### src/rtl/kgp_pc_sequencer.sv
// Multi-cycle FETCH/DECODE/EXEC/WB control sequencer for the KGP_RISC core.
// Owns PC, IR and the C/Z/S flags; resolves the 3-bit branch code in WB.
module kgp_pc_sequencer #(
  parameter int              PC_W     = 32,
  parameter logic [PC_W-1:0] RESET_PC = '0
) (
  input  logic            clk,
  input  logic            rst,
  input  logic            run,
  input  logic            imem_valid,
  input  logic [PC_W-1:0] instr_in,
  input  logic [2:0]      branch,
  input  logic            set_flags,
  input  logic            is_halt,
  input  logic            alu_carry,
  input  logic            alu_zero,
  input  logic            alu_sign,
  input  logic [PC_W-1:0] rs_val,
  input  logic [PC_W-1:0] offset,
  output logic [PC_W-1:0] pc,
  output logic [PC_W-1:0] ir,
  output logic            imem_req,
  output logic            ir_load,
  output logic            regfile_we,
  output logic [2:0]      state,
  output logic            halted
);

  typedef enum logic [2:0] {
    S_IDLE   = 3'd0,
    S_FETCH  = 3'd1,
    S_DECODE = 3'd2,
    S_EXEC   = 3'd3,
    S_WB     = 3'd4,
    S_HALT   = 3'd5
  } state_t;

  state_t                 st_q, st_d;
  logic [PC_W-1:0]        pc_q, pc_d;
  logic [PC_W-1:0]        ir_q, ir_d;
  logic                   flag_c, flag_z, flag_s;
  logic                   flag_c_d, flag_z_d, flag_s_d;
  logic signed [PC_W-1:0] offset_s;
  logic [PC_W-1:0]        pc_plus4;
  logic [PC_W-1:0]        br_target;

  // Conditional codes 010..111; 000 and 001 never take the relative target.
  function automatic logic branch_taken(input logic [2:0] code, input logic c,
                                        input logic z, input logic s);
    case (code)
      3'b010:  branch_taken = 1'b1;
      3'b011:  branch_taken = s;
      3'b100:  branch_taken = z;
      3'b101:  branch_taken = !z;
      3'b110:  branch_taken = c;
      3'b111:  branch_taken = !c;
      default: branch_taken = 1'b0;
    endcase
  endfunction

  function automatic logic [PC_W-1:0] word_align(input logic [PC_W-1:0] a);
    word_align = {a[PC_W-1:2], 2'b00};
  endfunction

  assign offset_s  = offset;
  assign pc_plus4  = pc_q + PC_W'(4);
  assign br_target = pc_plus4 + offset_s;

  always_comb begin
    st_d       = st_q;
    pc_d       = pc_q;
    ir_d       = ir_q;
    flag_c_d   = flag_c;
    flag_z_d   = flag_z;
    flag_s_d   = flag_s;
    imem_req   = 1'b0;
    ir_load    = 1'b0;
    regfile_we = 1'b0;
    case (st_q)
      S_IDLE: if (run) st_d = S_FETCH;
      S_FETCH: begin
        imem_req = 1'b1;
        if (imem_valid) begin
          ir_d    = instr_in;
          ir_load = !rst;
          st_d    = S_DECODE;
        end
      end
      S_DECODE: st_d = is_halt ? S_HALT : S_EXEC;
      S_EXEC: begin
        if (set_flags) begin
          flag_c_d = alu_carry;
          flag_z_d = alu_zero;
          flag_s_d = alu_sign;
        end
        st_d = S_WB;
      end
      S_WB: begin
        regfile_we = 1'b1;
        if (branch == 3'b001)
          pc_d = word_align(rs_val);
        else if (branch_taken(branch, flag_c, flag_z, flag_s))
          pc_d = word_align(br_target);
        else
          pc_d = word_align(pc_plus4);
        st_d = S_FETCH;
      end
      S_HALT:  st_d = S_HALT;
      default: st_d = S_IDLE;
    endcase
  end

  // State boundary: everything advances on the rising edge, reset wins.
  always_ff @(posedge clk) begin
    if (rst) begin
      st_q   <= S_IDLE;
      pc_q   <= RESET_PC;
      ir_q   <= '0;
      flag_c <= 1'b0;
      flag_z <= 1'b0;
      flag_s <= 1'b0;
    end else begin
      st_q   <= st_d;
      pc_q   <= pc_d;
      ir_q   <= ir_d;
      flag_c <= flag_c_d;
      flag_z <= flag_z_d;
      flag_s <= flag_s_d;
    end
  end

  assign pc     = pc_q;
  assign ir     = ir_q;
  assign state  = st_q;
  assign halted = (st_q == S_HALT);

endmodule

### config.mk
export PLATFORM = sky130hd
export DESIGN_NAME = kgp_pc_sequencer
export DESIGN_NICKNAME = d
export VERILOG_FILES = /design/src/rtl/kgp_pc_sequencer.sv
export SDC_FILE = /design/constraint.sdc
export NUM_CORES = 1
export LEC_CHECK = 0
export ABC_AREA = 1
export CAP_MARGIN = 40
export CORE_AREA = 2 2 117 119
export DETAILED_ROUTE_END_ITERATION = 8
export DIE_AREA = 0 0 119 121
export GPL_TIMING_DRIVEN = 0
export HOLD_SLACK_MARGIN = 0.15
export PLACE_DENSITY = 0.77
export SETUP_SLACK_MARGIN = 0.02
export SLEW_MARGIN = 20
export SYNTH_ARGS = -nofsm -noshare
export SYNTH_HDL_FRONTEND = slang
export SYNTH_SLANG_ARGS = --single-unit
### constraint.sdc
create_clock -name clk -period 2.8 [get_ports clk]
set_input_delay 0.42 -clock clk [delete_from_list [all_inputs] [get_ports clk]]
set_output_delay 0.42 -clock clk [all_outputs]
set_load 0.1 [all_outputs]
; Yosys cells after proc, flatten, opt, wreduce, memory -nomap -nowiden
; Index checks and enable logic that the tools add are counted.
[classes]
mux = 13
add_sub_neg = 2
n_eq_ne = 14
n_reduce_logical = 7
[op_table]
columns = cell, count
row1 = $mux 32, 2
row2 = $add 32x3->32 const B, 1
row3 = $add 32x32->32, 1
row4 = $eq 3x3->1 const B, 6
row5 = $pmux 3 s6, 1
row6 = $eq 3x2->1 const B, 4
row7 = $mux 3, 3
row8 = $eq 3x1->1 const B, 2
row9 = $mux 1, 6
row10 = $pmux 1 s6, 1
row11 = $reduce_and 2->1, 3
row12 = $ne 2x2->1 const B, 2
row13 = $logic_not 1->1, 3
row14 = $logic_not 3->1, 1
[word_totals]
ff_bits = 70
wordCells = 42
input_bits = 108

; Longest topological paths before layout
[depth]
word_depth = 6
mapped_depth = 23
depth_no_buf = 23

; Worst setup path after synthesis
; Ideal clock, no wire load.
[synth_timing]
path_type = register to output
startpoint = register st_q[0] (netlist: state[0])
endpoint = output port ir_load
path_slack_ps = -2142
t_arrival_ps = 4522
path_stages_with_launch = 8
cell_sequence = dfxtp_1 inv_1 nor2_1 inv_1 nor2_1 nand2_1 clkbuf_1 nor2_1
[synth_between]
elab_chain_len = 2
[synth_lines]
columns = item, line
row1 = "start, declared", 38  ; state_t st_q, st_d;
row2 = "start signal, assigned", 123  ; st_q <= st_d;
row3 = $eq 3x1->1, 79  ; case (st_q)
row4 = $mux 1, 79
row5 = "end, declared", 23  ; output logic ir_load,
; Every way passes these cells.

; Worst setup path after layout
[layout_timing]
startpoint = register pc_q[2] (netlist: pc[2])
endpoint = register pc_q[12] (netlist: pc[12])
[layout_between]
elab_chain_len = 4
[layout_lines]
columns = item, line
row1 = "start, declared", 39  ; logic [PC_W-1:0] pc_q, pc_d;
row2 = "start signal, assigned", 124  ; pc_q <= pc_d;
row3 = $add 32x3->32 *, 66  ; assign pc_plus4 = pc_q + PC_W'(4);
row4 = $add 32x32->32, 67  ; assign br_target = pc_plus4 + offset_s;
row5 = $mux 32 *, 102  ; else if (branch_taken(branch, flag_c, flag_z, flag_s))
row6 = $mux 32 *, 100  ; if (branch == 3'b001)
; Every way passes the cells marked *; elsewhere a longest branch is shown, timed or not.
; A chain may end at the register's enable or synchronous reset.

==> summary.md <==
| Metric | Value |
|---|---|
| Max Cap Violations | `0` |
| Critical path endpoint category | `flip-flop` |
| Crit path kind | `flip-flop to flip-flop` |
| Clock slew at reported path FFs | `60 ps` |
| Core area | `13,100 um2` |
| Type of origin of the critical path | `flip-flop` |
| Min Tclk post-route | `3020 ps` |
| Via count of the routed design | `9,194` |
| Status | `finished with violations` |
| Layout cells sized above 1 | `25.7%` |
| Diodes inserted | `0` |
| Clock sink count | `68` |
| Initial antenna violation count | `0` |
| Gr usage total | `39.6%` |
| IO Count | `179` |
| Yosys reg bits | `68` |
| DRT met1 WL | `11,300 um` |
| Die W | `119 um` |
| Detail Route Antenna Nets | `0` |
| # nets final | `1,542` |
| Detailed placer's ending HPWL | `21,800 um` |
| Final GP Congestion | `1.01` |
| Cells after Synth | `1,115` |
| Pwr Density | `392 nW/um2` |
| Worst Skew | `15.8 ps` |
| Worst Hold Class | `input pin to flip-flop` |
| Drc violations | `0` |
| Root Driver | `clkbuf_16` |
| Longest Clk Path Bufs | `2` |
| EDFF count, synth | `0` |
| Failing checks | `setup timing` |
| Final-layout fill cell count | `668` |
| Area delta synth->final | `78.7%` |
| RR Startpoint | `pc[2]$_SDFFE_PP0P_` |
| Fin Setup TNS | `-827 ps` |
| Period utilization | `108%` |
| Sequential share of the synthesized area | `21.6%` |
| Critical path arrival | `3240 ps` |
| Cts bufs inserted | `9` |
| Number of detailed-route iterations in the first pass | `6` |
| Endpoints failing hold | `0` |
| Largest net degree at the start of global routing | `14` |
| Req. time, crit path | `3020 ps` |
| Worst Hold Launch | `rst` |
| Post-synth cell types | `40` |
| First DRT Iteration DRCs | `1,163` |
| Die area | `14,400 um2` |
| Final setup margin | `-216 ps` |
| Skew-Pair Late Insertion Delay | `360 ps` |
| Post-Synthesis Cell Area | `6300 um2` |
| Synth Flop Type | `dfxtp_1` |
| Hold buffers post-CTS | `0` |
| Final Max Tran Viols | `0` |
| Met2 routed WL | `15,000 um` |
| Relative slew slack | `50.9%` |
| Global route overflow | `0` |
| Vias in the first global route | `8,528` |
| Drt total wl | `32,700 um` |
| Power Total | `4.42 mW` |
| Mean Syn Cell Area | `5.65 um2` |
| RSZ-0062 raised after global routing | `true` |
| Crit-path max FO | `5` |
| CTS tree | `yes` |
| Highest metal used | `met4` |
| Initial Util | `48.2%` |
| Via-per-instance ratio | `5.83` |
| Port Buffer Count | `171` |
| Row count | `42` |
| Final setup vio count | `13` |
| Synth async-reset ratio | `0%` |
| First-pass GRT wire length | `44,400 um` |
| Pre-CTS setup slack | `-334 ps` |
| Die height | `121 um` |
| Fmax | `332 MHz` |
| CP startpoint | `pc[2]$_SDFFE_PP0P_` |
| Avg WL per Cell | `20.7 um` |
| Static Leak | `5.14 nW` |
| H-Tree Depth | `3` |
| Met3 wire len | `3510 um` |
| Yosys warnings | `0` |
| Worst Max-Slew Pin Slew | `736 ps` |
| Worst vdd ir | `0.000453 V` |
## report_power, final
part | total, mW | leakage (nW) | internal, mW | switching (mW)
registers | 1.12 | 0.572 | 1.03 | 0.0848
logic | 2.17 | 4.43 | 0.841 | 1.33
clock network | 1.13 | 0.140 | 0.604 | 0.524
total | 4.42 | 5.14 | 2.48 | 1.94
## path summary, 6_finish.rpt
check,end,slack (ps),cells after the start
setup reg to reg,pc[12]$_SDFFE_PP0P_,-220,17
hold reg to reg,ir[28]$_SDFFE_PP0P_,480,2
setup / recovery,pc[12]$_SDFFE_PP0P_,-220,17
hold / removal,pc[2]$_SDFFE_PP0P_,450,2
## cell usage in the layout, fill, tap and decap left out, types with 26 or more instances in the layout
master	n
dfxtp_1	40
buf_16	26
buf_8	44
o21ai_0	70
nor2_4	29
nand3_1	56
clkdlybuf4s50_1	170
a21oi_1	43
nand2_1	296
nor2_1	105
nand2_2	42
inv_1	166
buf_4	34
## synthesized netlist by cell type (all sizes together), types with 2 or more instances
cell / n / share of area, %
nor3: 11 / 1.1
nor2: 154 / 9.6
a21oi: 58 / 4.8
o21bai: 3 / 0.36
buf: 13 / 1.5
or2: 5 / 0.50
xor2: 24 / 3.3
dfxtp: 68 / 22
xnor2: 5 / 0.69
nand4: 11 / 1.1
o211ai: 7 / 0.83
o21ai: 79 / 6.3
a21o: 2 / 0.24
nand2: 348 / 21
inv: 177 / 11
ha: 37 / 7.3
nand3: 76 / 6.1
a31oi: 9 / 0.89
clkbuf: 20 / 1.2
## flip-flops by register name (all words and copies together) (netlist names)
| register | cells |
|---|---|
| state | 3 |
| pc | 30 |
| ir | 32 |
| flag_z | 1 |
| flag_c | 1 |
| flag_s | 1 |
## worst max-delay path, stage by stage (launching register included)
cell     delay, ps
dfxtp_4        430
nand3_4        150
nor2_4         170
nand3_2        110
xor2_2         210
inv_1          110
ha_4           250
nand2_2        140
inv_1           60
nand2_1         80
nand2_1        110
inv_1          120
nand3_4        130
or2_2          290
nand3_1        180
nand2_1        150
nand3_1        110
a21oi_1         70
## cell families (layout without fill, tap and decap cells)
kind of cell / Yosys count / after routing / synth area share [%]
AO/OA/AOI/OAI: 160 / 160 / 13.6
XOR/XNOR: 29 / 29 / 4.03
adder cells (fa/ha/maj): 38 / 38 / 7.66
buffers and inverters: 210 / 495 / 13.2
flip-flops: 68 / 68 / 21.6
other: 1 / 2 / 0.0595
AND/OR/NAND/NOR: 609 / 609 / 39.8
## metrics by stage
| stage | std cells | hold WS, ps | instance area, um2 | utilization (%) |
|---|---|---|---|---|
| final | 1577 | 453 | 11300 | 86.1 |
| after detailed placement | 1532 | 471 | 9690 | 74.1 |
| after CTS | 1556 | 418 | 10300 | 79.0 |
| after global placement | 1463 | 451 | 8330 | 63.7 |
| after floorplan | 1116 | 429 | 6400 | - |
| after global routing | 1577 | 464 | 11300 | 86.1 |
## per-layer routing
| layer | up-vias | track usage [%] |
|---|---|---|
| li1 | 4045 | - |
| met4 | 0 | 21.9 |
| met3 | 264 | 7.85 |
| met5 | - | 0 |
| met1 | 4089 | 46.6 |
| met2 | 796 | 67.5 |
## what timing repair did
action | in CTS | in global routing
buffers inserted | 9 | 21
endpoints found under the setup margin | 22 | 22
hold endpoints to repair | 0 | 0
gates resized for setup | 77 | 163
pin swaps | 18 | 46
## cell type report
class | instances | area, um2 | share of cell area, %
multi-input combinational | 838 | 5180 | 46.0
timing repair buffer | 269 | 3300 | 29.3
clock inverter | 7 | 48.8 | 0.433
clock buffer | 9 | 225 | 2.00
tap | 176 | 220 | 1.95
sequential | 68 | 1450 | 12.8
inverter | 177 | 667 | 5.92
buffer | 33 | 176 | 1.57
No activity file was read; power rests on OpenSTA's default activity.
